### src/rtl/audio_score_pkg.sv
// audio_score_pkg
//   Shared definitions for the pitch scoring pipeline: score width and
//   range, bin-error saturation limit, and the scorer state encoding.
//   Used by pitch_scorer, score_map, the downstream tally stage and
//   later score consumers.
package audio_score_pkg;

   localparam int SCORE_W   = 4;
   localparam int SCORE_MAX = 15;
   localparam int ERR_W     = 8;
   localparam int MAX_ERR   = 255;

   typedef enum logic [1:0] {
      IDLE  = 2'd0,
      ACCUM = 2'd1,
      SCORE = 2'd2,
      EMIT  = 2'd3
   } state_t;

   // Saturate an absolute bin distance to the 8-bit error range.
   function automatic logic [ERR_W-1:0] clamp_err(input logic [31:0] diff);
      if (diff > 32'(MAX_ERR)) begin
         clamp_err = ERR_W'(MAX_ERR);
      end else begin
         clamp_err = diff[ERR_W-1:0];
      end
   endfunction

endpackage

### src/rtl/pitch_scorer_score_map.sv
// score_map
//   Combinational map from a mean bin error to a 4-bit pitch score.
//   Errors up to TOL score SCORE_MAX; each further 2^STEP_SHIFT bins of
//   error costs one point, floored at 0.
// Ports:
//   avg    in   ERR_W     mean absolute bin error of a frame
//   score  out  SCORE_W   resulting score
module score_map
   import audio_score_pkg::*;
#(
   parameter int TOL        = 2,
   parameter int STEP_SHIFT = 1
) (
   input  logic [ERR_W-1:0]   avg,
   output logic [SCORE_W-1:0] score
);

   logic [ERR_W-1:0] dev_s;
   logic [ERR_W-1:0] steps_s;

   // Deviation beyond tolerance, quantised into score steps.
   always_comb begin
      dev_s   = {ERR_W{1'b0}};
      steps_s = {ERR_W{1'b0}};
      score   = {SCORE_W{1'b0}};
      if (avg > ERR_W'(TOL)) begin
         dev_s = avg - ERR_W'(TOL);
      end else begin
         dev_s = {ERR_W{1'b0}};
      end
      steps_s = dev_s >> STEP_SHIFT;
      if (steps_s >= ERR_W'(SCORE_MAX)) begin
         score = {SCORE_W{1'b0}};
      end else begin
         score = SCORE_W'(SCORE_MAX) - steps_s[SCORE_W-1:0];
      end
   end

endmodule

### src/rtl/pitch_scorer.sv
// pitch_scorer
//   Scores how closely the FFT peak tracks a target note. Collects
//   2^LOG2_FRAME peak reports, averages the saturated absolute bin error
//   and maps it to a 4-bit score, emitted with a one-cycle score_ready
//   pulse two cycles after the last report of the frame.
//   Optional macro PITCH_SCORER_SILENCE_GATE_EN: low-magnitude reports
//   count as maximum error, and a mostly-silent frame pulses silent
//   instead of score_ready while score is held.
// Ports:
//   clk          in   system clock
//   reset        in   asynchronous active-low reset
//   enable       in   scoring enabled; low aborts any frame
//   target_bin   in   target note bin, sampled at frame start
//   peak_valid   in   peak report strobe
//   peak_bin     in   detected peak bin
//   peak_mag     in   detected peak magnitude
//   score        out  last frame score, held between frames
//   score_ready  out  one-cycle pulse, new score valid
//   silent       out  one-cycle pulse, frame judged silent (0 without macro)
//   busy         out  high in ACCUM/SCORE/EMIT
module pitch_scorer
   import audio_score_pkg::*;
#(
   parameter int BIN_W      = 10,
   parameter int MAG_W      = 16,
   parameter int LOG2_FRAME = 3,
   parameter int TOL        = 2,
   parameter int STEP_SHIFT = 1,
   parameter int MAG_THRESH = 256
) (
   input  logic                 clk,
   input  logic                 reset,
   input  logic                 enable,
   input  logic [BIN_W-1:0]     target_bin,
   input  logic                 peak_valid,
   input  logic [BIN_W-1:0]     peak_bin,
   input  logic [MAG_W-1:0]     peak_mag,
   output logic [SCORE_W-1:0]   score,
   output logic                 score_ready,
   output logic                 silent,
   output logic                 busy
);

   localparam int SUM_W   = ERR_W + LOG2_FRAME;
   localparam int CNT_W   = LOG2_FRAME + 1;
   localparam int FRAME_N = 1 << LOG2_FRAME;

   state_t               state_r;
   state_t               state_next_s;
   logic [BIN_W-1:0]     target_r;
   logic [CNT_W-1:0]     count_r;
   logic [SUM_W-1:0]     sum_r;
   logic [SCORE_W-1:0]   score_next_r;
   logic [SCORE_W-1:0]   score_r;
   logic                 score_ready_r;
   logic                 busy_r;
   logic [BIN_W-1:0]     diff_s;
   logic [ERR_W-1:0]     err_s;
   logic [ERR_W-1:0]     add_err_s;
   logic [ERR_W-1:0]     avg_s;
   logic [SCORE_W-1:0]   map_score_s;
   logic                 last_s;
   logic                 unused_sum_s;

   // Current report's error contribution and end-of-frame detection.
   always_comb begin
      diff_s    = {BIN_W{1'b0}};
      add_err_s = {ERR_W{1'b0}};
      if (peak_bin >= target_r) begin
         diff_s = peak_bin - target_r;
      end else begin
         diff_s = target_r - peak_bin;
      end
      err_s = clamp_err(32'(diff_s));
`ifdef PITCH_SCORER_SILENCE_GATE_EN
      if (peak_mag < MAG_W'(MAG_THRESH)) begin
         add_err_s = ERR_W'(MAX_ERR);
      end else begin
         add_err_s = err_s;
      end
`else
      add_err_s = err_s;
`endif
      last_s = (state_r == ACCUM) && peak_valid &&
               (count_r == CNT_W'(FRAME_N - 1));
   end

   // Mean error is the sum with the frame-size bits dropped.
   assign avg_s        = sum_r[SUM_W-1:LOG2_FRAME];
   assign unused_sum_s = ^sum_r[LOG2_FRAME-1:0];

   score_map #(
      .TOL        (TOL),
      .STEP_SHIFT (STEP_SHIFT)
   ) u_score_map (
      .avg   (avg_s),
      .score (map_score_s)
   );

   // State register.
   always_ff @(posedge clk or negedge reset) begin
      if (!reset) begin
         state_r <= IDLE;
      end else begin
         state_r <= state_next_s;
      end
   end

   // Next-state logic; dropping enable wins over everything.
   always_comb begin
      state_next_s = state_r;
      if (!enable) begin
         state_next_s = IDLE;
      end else begin
         case (state_r)
            IDLE:    state_next_s = ACCUM;
            ACCUM:   begin
               if (last_s) begin
                  state_next_s = SCORE;
               end else begin
                  state_next_s = ACCUM;
               end
            end
            SCORE:   state_next_s = EMIT;
            EMIT:    state_next_s = ACCUM;
            default: state_next_s = IDLE;
         endcase
      end
   end

`ifdef PITCH_SCORER_SILENCE_GATE_EN
   logic [CNT_W-1:0] silent_cnt_r;
   logic             silent_r;

   // Silent-report counter and silent pulse.
   always_ff @(posedge clk or negedge reset) begin
      if (!reset) begin
         silent_cnt_r <= {CNT_W{1'b0}};
         silent_r     <= 1'b0;
      end else begin
         silent_r <= 1'b0;
         if (!enable) begin
            silent_cnt_r <= {CNT_W{1'b0}};
         end else if (state_r == IDLE) begin
            silent_cnt_r <= {CNT_W{1'b0}};
         end else if (state_r == ACCUM) begin
            if (peak_valid && (peak_mag < MAG_W'(MAG_THRESH))) begin
               silent_cnt_r <= silent_cnt_r + CNT_W'(1);
            end else begin
               silent_cnt_r <= silent_cnt_r;
            end
         end else if (state_r == EMIT) begin
            silent_r     <= (silent_cnt_r > CNT_W'(FRAME_N / 2));
            silent_cnt_r <= {CNT_W{1'b0}};
         end else begin
            silent_cnt_r <= silent_cnt_r;
         end
      end
   end

   logic frame_silent_s;
   assign frame_silent_s = (silent_cnt_r > CNT_W'(FRAME_N / 2));
   assign silent         = silent_r;
`else
   logic frame_silent_s;
   logic unused_mag_s;
   assign frame_silent_s = 1'b0;
   assign unused_mag_s   = ^{peak_mag, MAG_W'(MAG_THRESH)};
   assign silent         = 1'b0;
`endif

   // Frame accumulation, score registration and the score_ready pulse.
   always_ff @(posedge clk or negedge reset) begin
      if (!reset) begin
         target_r      <= {BIN_W{1'b0}};
         count_r       <= {CNT_W{1'b0}};
         sum_r         <= {SUM_W{1'b0}};
         score_next_r  <= {SCORE_W{1'b0}};
         score_r       <= {SCORE_W{1'b0}};
         score_ready_r <= 1'b0;
         busy_r        <= 1'b0;
      end else begin
         score_ready_r <= 1'b0;
         busy_r        <= (state_next_s != IDLE);
         if (!enable) begin
            count_r <= {CNT_W{1'b0}};
            sum_r   <= {SUM_W{1'b0}};
         end else begin
            case (state_r)
               IDLE: begin
                  target_r <= target_bin;
                  count_r  <= {CNT_W{1'b0}};
                  sum_r    <= {SUM_W{1'b0}};
               end
               ACCUM: begin
                  if (peak_valid) begin
                     sum_r   <= sum_r + SUM_W'(add_err_s);
                     count_r <= count_r + CNT_W'(1);
                  end else begin
                     sum_r   <= sum_r;
                     count_r <= count_r;
                  end
               end
               SCORE: begin
                  score_next_r <= map_score_s;
               end
               EMIT: begin
                  // Fresh frame starts on the same edge as the emit.
                  target_r <= target_bin;
                  count_r  <= {CNT_W{1'b0}};
                  sum_r    <= {SUM_W{1'b0}};
                  if (!frame_silent_s) begin
                     score_r       <= score_next_r;
                     score_ready_r <= 1'b1;
                  end else begin
                     score_r <= score_r;
                  end
               end
               default: begin
                  count_r <= {CNT_W{1'b0}};
                  sum_r   <= {SUM_W{1'b0}};
               end
            endcase
         end
      end
   end

   assign score       = score_r;
   assign score_ready = score_ready_r;
   assign busy        = busy_r;

endmodule

### config.mk
export PLATFORM = sky130hd
export DESIGN_NAME = pitch_scorer
export DESIGN_NICKNAME = d
export VERILOG_FILES = /design/src/rtl/audio_score_pkg.sv /design/src/rtl/pitch_scorer_score_map.sv /design/src/rtl/pitch_scorer.sv
export SDC_FILE = /design/constraint.sdc
export NUM_CORES = 1
export LEC_CHECK = 0
export ABC_CLOCK_PERIOD_IN_PS = 4400
export CAP_MARGIN = 20
export CORE_MARGIN = 5
export CORE_UTILIZATION = 35
export CTS_CLUSTER_DIAMETER = 40
export CTS_CLUSTER_SIZE = 8
export DETAILED_ROUTE_END_ITERATION = 7
export MAX_ROUTING_LAYER = met4
export PLACE_DENSITY_LB_ADDON = 0.1
export SLEW_MARGIN = 0
export SYNTH_ARGS = -nofsm -noshare
export SYNTH_HDL_FRONTEND = slang
export SYNTH_SLANG_ARGS = --single-unit
### constraint.sdc
create_clock -name clk -period 4.4 [get_ports clk]
set_clock_uncertainty 0.15 [all_clocks]
set_input_delay 0.88 -clock clk [delete_from_list [all_inputs] [get_ports clk]]
set_output_delay 0.88 -clock clk [all_outputs]
set_load 0.01 [all_outputs]
Word-level counts from Yosys, hierarchy flattened
Index checks and enable logic that the tools add are counted.
- register bits: 37
- output and inout port bits: 7
- input port bits: 40
- reductions and logical operators: 9
- multiplexer cells: 15
- equality and inequality tests: 6
- add/sub/neg operators: 6
- magnitude comparators: 4
- operators by type and width (kind ; count):
    $mux W11 ; 2
    $pmux W11 S2 ; 1
    $sub A10 B10 Y10 ; 2
    $mux W8 ; 2
    $mux W4 ; 3
    $add A11 B8 Y11 ; 1
    $ge A10 B10 Y1 ; 1
    $gt A10 B8 Y1 const B ; 1
    $mux W10 ; 1
    $gt A8 B2 Y1 const B ; 1
    $pmux W4 S2 ; 1
    $reduce_and A2 Y1 ; 4
    $sub A8 B2 Y8 const B ; 1
    $ge A7 B4 Y1 const B ; 1
    $pmux W2 S3 ; 1
    $add A4 B1 Y4 const B ; 1
    $eq A2 B2 Y1 const B ; 2
    $eq A4 B3 Y1 const B ; 1
    $mux W2 ; 2
    $sub A4 B4 Y4 const A ; 1
    $ne A3 B2 Y1 const B ; 1
    $ne A3 B3 Y1 const B ; 1
    $eq A2 B1 Y1 const B ; 1
    $logic_and A1 B1 Y1 ; 2
    4 further kinds ; 5

Logic depth before layout (Yosys ltp)
- depth in word-level cells: 8
- gate-level depth with buffers: 22
- mapped depth without buffers: 21

Hierarchy
From an unflattened synthesis, not the netlist that was laid out.
- cells, all modules: 325
- area total of the unflattened synthesis: 3046.7 um2
- by module, submodules not included (module ; times used ; area each (um2) ; cells an instance ; seq. area each (um2)):
    pitch_scorer ; 1 ; 2862.7 ; 299 ; 925.9
    score_map ; 1 ; 183.9 ; 26 ; 0.0

Least setup slack after synthesis
OpenSTA, ideal clock, no wires.
- path kind: input-to-reg
- start: input peak_bin[0]
- end: register sum_r[9]
- buffers on the path: 1
- required time: 4155 ps
- stages: 20
- path slack: -185 ps
- setup time: 95 ps
- data arrival time: 4339 ps
- cell sequence: inv_1 > ha_1 > inv_1 > fa_1 > a21oi_1 > o211ai_2 > o211ai_1 > and2_1 > buf_6 > mux2i_2 > xnor2_2 > nand3_1 > ha_1 > a21o_1 > a21o_1 > a2111oi_0 > o31ai_1 > a311oi_1 > o21ai_0 > o31ai_1
- cells in the longest elaborated chain, start to end: 8
- elaborated cells on any way between the ends: 10
- those cells by class: add/sub: 3; order compare: 2; mux: 5
- ends and longest elaborated chain (element ; line ; RTL):
    start: declaration ; pitch_scorer.sv:36 ; input logic [BIN_W-1:0] peak_bin,
    $sub A10 B10 Y10 (tied with other cells) ; pitch_scorer.sv:72 ; diff_s = target_r - peak_bin;
    $mux W10 (*) ; pitch_scorer.sv:69 ; if (peak_bin >= target_r) begin
    $gt A10 B8 Y1 ; audio_score_pkg.sv:22 ; if (diff > 32'(MAX_ERR)) begin
    $mux W8 (*) ; audio_score_pkg.sv:22 ;
    $add A11 B8 Y11 (*) ; pitch_scorer.sv:197 ; sum_r <= sum_r + SUM_W'(add_err_s);
    $mux W11 (*) ; pitch_scorer.sv:196 ; if (peak_valid) begin
    $pmux W11 S2 (*) ; pitch_scorer.sv:189 ; case (state_r)
    $mux W11 (*) ; pitch_scorer.sv:185 ; if (!enable) begin
    end signal: assignment ; pitch_scorer.sv:187 ; sum_r <= {SUM_W{1'b0}};
    end signal: assignment ; pitch_scorer.sv:197 ;
    end signal: assignment ; pitch_scorer.sv:200 ; sum_r <= sum_r;
    end: declaration ; pitch_scorer.sv:52 ; logic [SUM_W-1:0] sum_r;
Every way passes the cells marked *; elsewhere a longest branch is shown, timed or not. The select of a mux whose other input is x is not followed.
A chain may end at the register's enable or synchronous reset.

Worst setup path in the final report
- start: input peak_bin[9]
- end: register sum_r[9]
The elaborated chain is that of the path after synthesis.

==> results.cfg <==
[synth]
syn_nets = 397
synthTopCellsByArea = dfrtp_1 (31%), ha_1 (13%), mux2_2 (5.7%)
ys_async_sr_fraction = 1.00
synth_top_area_frac = 0.310
synth_commonest_cells = dfrtp_1 (37), ha_1 (32), inv_1 (32), o21ai_0 (27), nand2_1 (25)
yosysWarnings = 0
syn_area_um2 = 2980
yosys.area.top_type = dfrtp_1
postSynthCellCount = 322
ys.flop_type = dfrtp_1
synth_cell_type_count = 57
synth_edf_count = 0
yosysMostFrequentCell = dfrtp_1
yosysSeqAreaShare = 0.310
ys_ff_latch = 37
syn_avg_cell_area_um2 = 9.27

[pwr]
p_leak_nw = 2.08
irDropWorstVdd_mv = 0.140
cellPowerDensity_nw_per_um2 = 380
p_total_w = 0.00170

[finish]
area_delta_synth_final_pct = 50.1
final_area_um2 = 4480
n_antenna_cell = 0
fin_nets = 510
final_cells = 541
post-route-util = 0.542
drive_above_1_share = 0.440

[job]
maxCapViolCount = 0

[timing]
rsz0062_at_grt = true
hold_viol_final = 0
slew_headroom = 0.420
min_period_over_period = 0.958
setup_viol = 0
tightest_slew_ns = 0.870
slew_viol_final = 0
fin_setup_tns_ns = 0
layout_min_cycle_time_ns = 4.21
max_freq_mhz = 237

[clock_network]
cts_buffer_depth = 2
numCtsBuffers = 5
htreeDepth = 2
clk_pin_slew_ns = 0.09
insertion_delay_ns = 0.30
cts.sinks = 37
cts_tree = built
cts-root-buf = clkbuf_8

[critical_path]
cp_common_cell = a21o_1
timing.rr.end = sum_r[9]$_DFFE_PN0P_
cp_data_required_time_ns = 4.46
critPathLaunchType = input port
path_cells = clkdlybuf4s50_1, ha_4, a21oi_2, o21ai_2, a41oi_4, and2_4, mux2i_4, xnor2_2, nand3_1, ha_1, a21o_1, a21o_1, a2111oi_4, o31ai_2, a311oi_1, o21ai_1, o31ai_1
r2r_start = target_r[0]$_DFFE_PN0P_
cp-end-kind = flop
cp_slowest_cell = clkdlybuf4s50_1
crit_family = compound AO/OA/AOI/OAI gates
rrSetupSlack_ns = 0.48
worstPathArrival_ns = 4.27
path_depth = 17
critPathMaxFanout = 4
worst-setup-path-type = in -> reg
slowest_delay_ns = 0.51
r2r.worst_path.cells = 21
path_buf_inv = 1

[global_route]
grt_max_degree = 38
first_global_vias = 2756
grt-ovfl-total = 0
antenna_found_initial = 0
grt_pass1_wl_mm = 13.1
gr-usage-all-layers = 0.164

[drt]
drt_iter0_markers = 58
antenna_left = 0
drt_first_pass_iters = 4
via_per_inst = 4.90
routed-via-count = 2650
wl_per_cell_um = 14.3
drc = 0
totalWireLength_mm = 7.72

[placement]
io_buffers = 29
gp_congestion = 0.824
place_area_um2 = 3880
place.detailed.hpwl_mm = 5.79
dp.cells = 514

[die]
core-area_um2 = 8260
io_pins = 47
initial_core_util = 0.361
die_h_um = 102
rows = 33
die_area_um2 = 10500
die_w_um = 102

[worst_hold_path]
hp-start = count_r[3]$_DFFE_PN0P_
min_path_type = reg -> reg
hold_depth = 1
min_to = count_r[3]$_DFFE_PN0P_

[run_status]
status = finished, final reports clean
[timing repair]
action | CTS | global route
setup endpoints to repair | 7 | 6
buffers inserted | 19 | 2
pin swaps | 32 | 36
resized for setup | 52 | 45
hold buffers | 0 | 0
[registers in the layout, summed over array words and instances, names as in the netlist]
register      flops
score_next_r      4
busy              1
state_r           2
score_ready       1
score             4
sum_r            11
count_r           4
target_r         10
[metrics by stage]
step           setup slack, ns  hold slack, ns
2_1_floorplan           0.0216           0.292
6_report                 0.186           0.334
3_3_place_gp            -0.637           0.323
3_5_place_dp            -0.682           0.324
4_1_cts                0.00881           0.340
5_1_grt                -0.0548           0.365
[power by group]
group          internal, W  switching, W
combinational     0.000568      0.000469
sequential        0.000366     0.0000389
clock             0.000127      0.000132
[layer usage]
| metal | track usage | part of all wire | up-vias |
|---|---|---|---|
| met3 | 0.0225 | 0.036 | 11 |
| met5 | - | 0 | - |
| met1 | 0.237 | 0.50 | 1244 |
| met4 | 0.0394 | 0.014 | 0 |
| li1 | - | - | 1353 |
| met2 | 0.241 | 0.45 | 42 |
[logic make-up (layout without fill, tap and decap cells)]
family,after synthesis,count (layout),share of synthesized area
xor+xnor,16,16,0.0495
simple gates,78,78,0.130
compound gates,84,84,0.191
buf+inv,47,161,0.0759
mux,24,24,0.0880
fa+ha+maj,35,35,0.154
other cells,1,1,0.00126
flops,37,37,0.310
[area by class of cell]
class	instances	area, µm²
fillers	742	3780
multi-input cells	238	2210
repair buffers	121	995
flip-flops and latches	37	926
well taps	105	131
inverters	32	123
clock buffers	6	82.6
clock inverters	2	13.8
[placed cells by master (no fill, tap or decap), types with 7 or more instances in the layout]
cell type	n
inv_2	11
dfrtp_1	37
ha_1	16
xor2_1	7
clkdlybuf4s50_1	19
nand2_1	24
inv_1	20
o21ai_1	7
ha_4	12
o21ai_0	19
xnor2_1	8
nor2_1	15
nand3_1	11
mux2_2	15
buf_4	88
[how the worst max path moves through the flow]
| stage | from | to | slack, ns |
|---|---|---|---|
| CTS | peak_bin[7] | sum_r[9]$_DFFE_PN0P_ | 0.009 |
| finish | peak_bin[9] | sum_r[9]$_DFFE_PN0P_ | 0.19 |
| floorplan | peak_bin[0] | sum_r[9]$_DFFE_PN0P_ | 0.02 |
| global placement | peak_bin[6] | sum_r[10]$_DFFE_PN0P_ | -0.64 |
| global route | peak_bin[4] | sum_r[10]$_DFFE_PN0P_ | -0.05 |
| detailed placement | peak_bin[0] | sum_r[9]$_DFFE_PN0P_ | -0.68 |
(Power assumes the default switching activity.)
